## src/rtl/rv_muldiv_seq.sv

```systemverilog
// Iterative RV32M multiply/divide sequencer: radix-2 shift-add multiply, restoring divide.
// Optional macro RV_MULDIV_FAST_MUL_EN swaps the iterative multiply for a combinational one.
module rv_muldiv_seq #(
    parameter int unsigned XLEN = 32
) (
    input  logic            clk_i,
    input  logic            rst_i,
    input  logic            flush_i,
    input  logic            valid_i,
    input  logic [2:0]      funct3_i,
    input  logic [XLEN-1:0] rs1_i,
    input  logic [XLEN-1:0] rs2_i,
    output logic            ready_o,
    output logic            stall_o,
    output logic            done_o,
    output logic [XLEN-1:0] result_o
);

    localparam int unsigned CW = $clog2(XLEN) + 1;
    localparam int unsigned PW = 2 * XLEN;
    localparam logic [XLEN-1:0] MIN_NEG = {1'b1, {(XLEN-1){1'b0}}};

`ifdef RV_MULDIV_FAST_MUL_EN
    localparam bit FAST_MUL = 1'b1;
`else
    localparam bit FAST_MUL = 1'b0;
`endif

    typedef enum logic [1:0] {
        IDLE = 2'd0,
        CALC = 2'd1,
        FIX  = 2'd2,
        DONE = 2'd3
    } state_t;

    state_t state, state_n;

    logic [2:0]      op;
    logic            res_neg;
    logic [XLEN-1:0] divisor;
    logic [PW-1:0]   prod;
    logic [CW-1:0]   cnt;

    // Request decode: signedness, magnitudes, result sign and fast-path detection
    logic            in_div;
    logic            signed_a;
    logic            signed_b;
    logic            sign_a;
    logic            sign_b;
    logic [XLEN-1:0] mag_a;
    logic [XLEN-1:0] mag_b;
    logic            neg_in;
    logic            div_zero;
    logic            div_ovf;
    logic            fast_div;
    logic            fast_mul_in;
    logic [XLEN-1:0] fast_res;
    logic            accept;

    assign in_div   = funct3_i[2];
    assign signed_a = !((funct3_i == 3'd3) || (funct3_i == 3'd5) || (funct3_i == 3'd7));
    assign signed_b = (funct3_i == 3'd0) || (funct3_i == 3'd1) ||
                      (funct3_i == 3'd4) || (funct3_i == 3'd6);
    assign sign_a   = signed_a & rs1_i[XLEN-1];
    assign sign_b   = signed_b & rs2_i[XLEN-1];
    assign mag_a    = sign_a ? (XLEN'(0) - rs1_i) : rs1_i;
    assign mag_b    = sign_b ? (XLEN'(0) - rs2_i) : rs2_i;
    // REM/REMU follow the dividend sign; everything else uses the XOR of both signs
    assign neg_in   = (in_div && funct3_i[1]) ? sign_a : (sign_a ^ sign_b);

    assign div_zero    = in_div && (rs2_i == '0);
    assign div_ovf     = in_div && !funct3_i[0] && (rs1_i == MIN_NEG) && (rs2_i == '1);
    assign fast_div    = div_zero || div_ovf;
    assign fast_mul_in = FAST_MUL && !in_div;

    always_comb begin
        fast_res = '0;
        if (div_zero) begin
            fast_res = funct3_i[1] ? rs1_i : '1;
        end else if (div_ovf) begin
            fast_res = funct3_i[1] ? '0 : rs1_i;
        end
    end

    assign accept  = (state == IDLE) && valid_i && !flush_i;
    assign ready_o = (state == IDLE);
    assign stall_o = (state == CALC) || (state == FIX) ||
                     ((state == IDLE) && valid_i && !flush_i);

    // One multiply step: conditional add into the upper half, keep carry, shift right
    logic [XLEN:0]   mul_sum;
    logic [PW-1:0]   mul_step;
    assign mul_sum  = {1'b0, prod[PW-1:XLEN]} + {1'b0, divisor};
    assign mul_step = prod[0] ? {mul_sum, prod[XLEN-1:1]} : {1'b0, prod[PW-1:1]};

    // One restoring divide step: remainder in upper half, quotient shifts in at the bottom
    logic [XLEN:0]   div_tmp;
    logic [XLEN-1:0] div_diff;
    logic            div_ge;
    logic [PW-1:0]   div_step;
    assign div_tmp  = prod[PW-1:XLEN-1];
    assign div_ge   = div_tmp >= {1'b0, divisor};
    assign div_diff = div_tmp[XLEN-1:0] - divisor;
    assign div_step = div_ge ? {div_diff, prod[XLEN-2:0], 1'b1}
                             : {div_tmp[XLEN-1:0], prod[XLEN-2:0], 1'b0};

    logic [PW-1:0] prod_mag;
`ifdef RV_MULDIV_FAST_MUL_EN
    assign prod_mag = op[2] ? prod : (PW'(prod[XLEN-1:0]) * PW'(divisor));
`else
    assign prod_mag = prod;
`endif

    // Sign fix-up and output select
    logic [PW-1:0]   prod_fix;
    logic [XLEN-1:0] div_sel;
    logic [XLEN-1:0] div_fix;
    logic [XLEN-1:0] fix_res;
    assign prod_fix = res_neg ? (PW'(0) - prod_mag) : prod_mag;
    assign div_sel  = op[1] ? prod_mag[PW-1:XLEN] : prod_mag[XLEN-1:0];
    assign div_fix  = res_neg ? (XLEN'(0) - div_sel) : div_sel;

    always_comb begin
        fix_res = '0;
        if (op[2]) begin
            fix_res = div_fix;
        end else if (op[1:0] == 2'd0) begin
            fix_res = prod_fix[XLEN-1:0];
        end else begin
            fix_res = prod_fix[PW-1:XLEN];
        end
    end

    always_ff @(posedge clk_i or posedge rst_i) begin
        if (rst_i) begin
            state <= IDLE;
        end else begin
            state <= state_n;
        end
    end

    always_comb begin
        state_n = state;
        case (state)
            IDLE: begin
                if (accept) begin
                    if (fast_div) begin
                        state_n = DONE;
                    end else if (fast_mul_in) begin
                        state_n = FIX;
                    end else begin
                        state_n = CALC;
                    end
                end
            end
            CALC: begin
                if (cnt == CW'(1)) begin
                    state_n = FIX;
                end
            end
            FIX:     state_n = DONE;
            DONE:    state_n = IDLE;
            default: state_n = IDLE;
        endcase
        if (flush_i) begin
            state_n = IDLE;
        end
    end

    // Operand/product registers and the registered done/result outputs
    always_ff @(posedge clk_i or posedge rst_i) begin
        if (rst_i) begin
            op       <= '0;
            res_neg  <= 1'b0;
            divisor  <= '0;
            prod     <= '0;
            cnt      <= '0;
            done_o   <= 1'b0;
            result_o <= '0;
        end else begin
            done_o <= (state_n == DONE);
            if ((state_n == DONE) && (state != DONE)) begin
                result_o <= (state == FIX) ? fix_res : fast_res;
            end
            if (accept) begin
                op      <= funct3_i;
                res_neg <= neg_in;
                divisor <= mag_b;
                prod    <= {{XLEN{1'b0}}, mag_a};
                cnt     <= (fast_div || fast_mul_in) ? '0 : CW'(XLEN);
            end else if (state == CALC) begin
                prod <= op[2] ? div_step : mul_step;
                cnt  <= cnt - CW'(1);
            end
        end
    end

endmodule
```

## config.mk

```make
export PLATFORM = sky130hd
export DESIGN_NAME = rv_muldiv_seq
export DESIGN_NICKNAME = d
export VERILOG_FILES = /design/src/rtl/rv_muldiv_seq.sv
export SDC_FILE = /design/constraint.sdc
export NUM_CORES = 1
export LEC_CHECK = 0
export ABC_CLOCK_PERIOD_IN_PS = 14040
export BUFFER_PORTS_ARGS = -buffer_cell sky130_fd_sc_hd__buf_2
export CORE_UTILIZATION = 55
export DETAILED_ROUTE_END_ITERATION = 10
export GPL_TIMING_DRIVEN = 0
export PLACE_DENSITY = 0.85
export SLEW_MARGIN = 20
export SYNTH_ARGS = -nofsm -noshare
export SYNTH_HDL_FRONTEND = slang
export SYNTH_SLANG_ARGS = --single-unit
```

## constraint.sdc

```tcl
create_clock -name clk_i -period 14.04 [get_ports clk_i]
set_input_delay 2.808 -clock clk_i [delete_from_list [all_inputs] [get_ports clk_i]]
set_output_delay 2.808 -clock clk_i [all_outputs]
set_load 0.03 [all_outputs]
```

# Word-level counts from Yosys, hierarchy flattened
# Cells that the tools add are included.
[word_totals] input_bits=71 output_inout_bits=35 word_cells=83 register_bits=141
[op_classes] muxes=26 reduce_logical=24 eq_ne=14 bitwise_logic=3 n_lt_le_gt_ge=1 addsub=7
[ops] op="64-bit two-way mux" n=6
[ops] op="32-bit two-way mux" n=11
[ops] op="1-bit by 32-bit subtractor with 32-bit output (first input constant)" n=3
[ops] op="32-bit equality test (second input constant)" n=2
[ops] op="1-bit by 64-bit subtractor with 64-bit output (first input constant)" n=1
[ops] op="32-bit by 32-bit adder with 33-bit output" n=1
[ops] op="33-bit by 32-bit greater-or-equal comparator with 1-bit output" n=1
[ops] op="32-bit zero test" n=1
[ops] op="32-bit subtractor" n=1
[ops] op="6-bit two-way mux" n=3
[ops] op="3-bit equality test (second input constant)" n=4
[ops] op="1-bit logical AND" n=8
[ops] op="1-bit logical OR" n=8
[ops] op="2-bit two-way mux" n=4
[ops] op="2-bit one-hot mux with 4 select lines" n=1
[ops] op="2-bit equality test (second input constant)" n=3
[ops] op="6-bit by 1-bit equality test with 1-bit output (second input constant)" n=1
[ops] op="6-bit by 1-bit subtractor with 6-bit output (second input constant)" n=1
[ops] op="2-bit zero test" n=2
[ops] op="3-bit by 1-bit equality test with 1-bit output (second input constant)" n=1
[ops] op="3-bit by 2-bit equality test with 1-bit output (second input constant)" n=1
[ops] op="1-bit zero test" n=3
[ops] op="3-bit zero test" n=1
[ops] op="1-bit AND" n=2
[ops] op="other kinds (5)" n=5

# Longest topological paths before layout
[logic_depth] ltp_word=11 mapped_depth=15 depth_no_buf=13

# Least setup slack after synthesis
# Ideal clock, no wire load.
[synth_timing] path_kind="in2out" from="input port valid_i" to="output port stall_o" setup_slack_ps=7392 t_arrival_ps=3840 stages=5 required_time_ps=11232 path_buffers=2 cell_sequence="nand2_1 -> or2_2 -> clkbuf_1 -> clkbuf_1 -> nand2b_1"
[synth_between] elab_chain_cells=3
[synth_rtl] element="start, declared" line="9" text="input logic valid_i,"
[synth_rtl] element="1-bit logical AND (2 in a row)" line="88" text="((state == IDLE) && valid_i && !flush_i);"
[synth_rtl] element="1-bit logical OR" line="87" text="assign stall_o = (state == CALC) || (state == FIX) ||"
[synth_rtl] element="end, declared" line="14" text="output logic stall_o,"
# No other way between the ends.

# Worst setup path after layout
# Ends and elaborated chain as after synthesis.

==> results.toml <==
[layout]
nFillCells = 2508
area_growth_pct = 11.1
num-nets-final = 2297
regArea_mm2 = 0.00353
diodes = 0
drive_gt1_frac = 0.0898
multiInputGateArea_mm2 = 0.0109

[routing]
drc_errors = 0
vias = 17700
antenna_left = 0
routed_wl_um = 66900
drtPass1Iterations = 8
drt_iter0_drc = 2820
detail_route.vias_per_cell = 6.98
post_drt_wl_per_cell_um = 26.4

[yosys]
post_synth_num_cell_types = 90
synth_area_mm2 = 0.0153
synth_compound_area_frac = 0.270
syn_area_per_cell_um2 = 7.57
synth_xor_area_frac = 0.113
synth-edff-count = 0
synth_top_family_by_area = "compound AO/OA/AOI/OAI gates"
synth_area_leaders = "dfrtp_1 (23%), xnor2_1 (6.6%), ha_1 (6.1%)"
ys_ff_latch = 141
synth_largest_area_cell = "dfrtp_1"
yosysMostFrequentCell = "nand2_1"
synth-seq-area-share = 0.230
synth_ff_type = "dfrtp_1"
synth_top_area_share = 0.230
synth-adder-area-share = 0.0639
yosys.area_share.simple = 0.202
synth_commonest_cells = "nand2_1 (229), o21ai_0 (156), a21oi_1 (150), nor2_1 (150), dfrtp_1 (141)"
synth.mux.area_fraction = 0.0639
yosysWarnings = 0
async_flop_share = 1.00
syn_nets = 2171
synthCells = 2023

[floorplanning]
start_util = 0.565
die_y_um = 169
rows = 60
dieArea_mm2 = 0.0285
dieWidth_um = 169
coreArea_mm2 = 0.0271
ioPinCount = 106

[placement]
port_buffers = 105
gp_congestion = 1.06
dp_hpwl_um = 50900
place_ws_ns = 6.53

[sta]
fin_ws_ns = 6.41
clock.fmax_ghz = 0.131
post-route-period-util = 0.543
final_max_slew_viol_count = 0
finClkSkew_ns = 0.0151
tns_ns = 0
worstMarginPinSlew_ns = 1.23
hold_viol_final = 0
rsz0062_at_grt = "false"
slew_headroom = 0.171
final-setup-viol-count = 0
min_period_ns = 7.63

[grt]
grt_pass1_vias = 16300
grt_max_degree = 90
grt_antenna_before_repair = 1
grt_use_total = 0.464
grt_pass1_wl_um = 98500
overflow = 0

[clock_tree]
root_buffer = "clkbuf_16"
cts.sinks = 141
cts-resized-gates = 0
clock_latency_ns = 0.45
cts_buffers = 17
cts_tree = "done"
post_cts_buffers = 0
holdBufCountCts = 0
path_clk_slew_ns = 0.07
htreeDepth = 4
cts.path.max_buffers = 2

[flow_run]
drv_cap = 0

[worst_setup_path]
critPathMaxFanout = 10
required_ns = 11.23
critPathKind = "primary input to primary output"
startpoint_type = "primary input"
end_kind = "primary output"
arrival_ns = 4.82

[power_and_ir_drop]
ir_worst_vdd_mv = 0.194
powerDensity_mw_per_mm2 = 301
power_leakage_nw = 7.11

[hold_path]
hold_class = "flop to flop"

[outcome]
status = "finished, final reports clean"
[registers in the layout (all words and copies together) (netlist names)]
register and count:
prod 64, op 3, state 2, cnt 6, res_neg 1, done_o 1, result_o 32, divisor 32
[power by group]
group	total [mW]	switching [mW]	internal (mW)
logic	3.78	2.49	1.29
clock network	0.560	0.226	0.335
registers	0.776	0.185	0.590
total	5.11	2.90	2.21
[through the flow]
step	util	cells	power [mW]	hold slack, ns	cell area [um^2]
2_1_floorplan	-	2023	3.27	0.475	15300
3_3_place_gp	0.602	2500	4.29	0.463	16300
3_5_place_dp	0.604	2502	4.34	0.472	16400
4_1_cts	0.628	2532	4.91	0.488	17000
5_1_grt	0.628	2532	5.33	0.493	17000
6_report	0.628	2532	5.11	0.482	17000
[routing by layer]
metal  part of all wire  vias up  global-route usage
li1                   -     7618                   -
met1               0.40     8353               0.634
met2               0.41     1444               0.673
met3               0.15      244               0.147
met4              0.046        2               0.193
met5            0.00019        -                   0
[critical path, stage by stage]
cell and delay [ns]:
buf_2 0.10, nand2_1 0.11, or2_2 0.21, clkbuf_1 0.61, clkbuf_1 0.68, nand2b_1 0.10
buf_2 0.20
[cell families after synthesis]
family,count (synthesis)
mux,96
simple gates,640
compound gates,644
xor+xnor,198
fa+ha+maj,77
flops,141
buf+inv,227
[worst paths after layout]
check                        startpoint  slack, ns           end  cells past startpoint
hold reg to reg            result_o[13]       0.48  result_o[13]                      2
setup / recovery                valid_i       6.41       stall_o                      7
min in group asynchronous         rst_i       2.37  result_o[31]                      2
hold / removal             result_o[13]       0.48  result_o[13]                      2
setup reg to reg                  op[1]       7.62  result_o[30]                     15
max in group asynchronous         rst_i      10.88        cnt[1]                      3
[final cells by class]
type / instances / area share
Buffer: 156 / 0.0358
Clock inverter: 13 / 0.0139
Tap cell: 372 / 0.0273
Multi-Input combinational cell: 1655 / 0.642
Clock buffer: 17 / 0.0250
Timing Repair Buffer: 107 / 0.0329
Inverter: 71 / 0.0161
Sequential cell: 141 / 0.207
[layout by cell type, fill, tap and decap left out, drive strengths merged, types with 75 or more instances in the layout]
cell    instances
a21oi         150
buf           136
clkbuf        144
dfrtp         141
ha             75
mux2i          85
nand2         229
nor2          150
o21ai         182
xnor2         115
xor2           83
(Power assumes the default switching activity.)
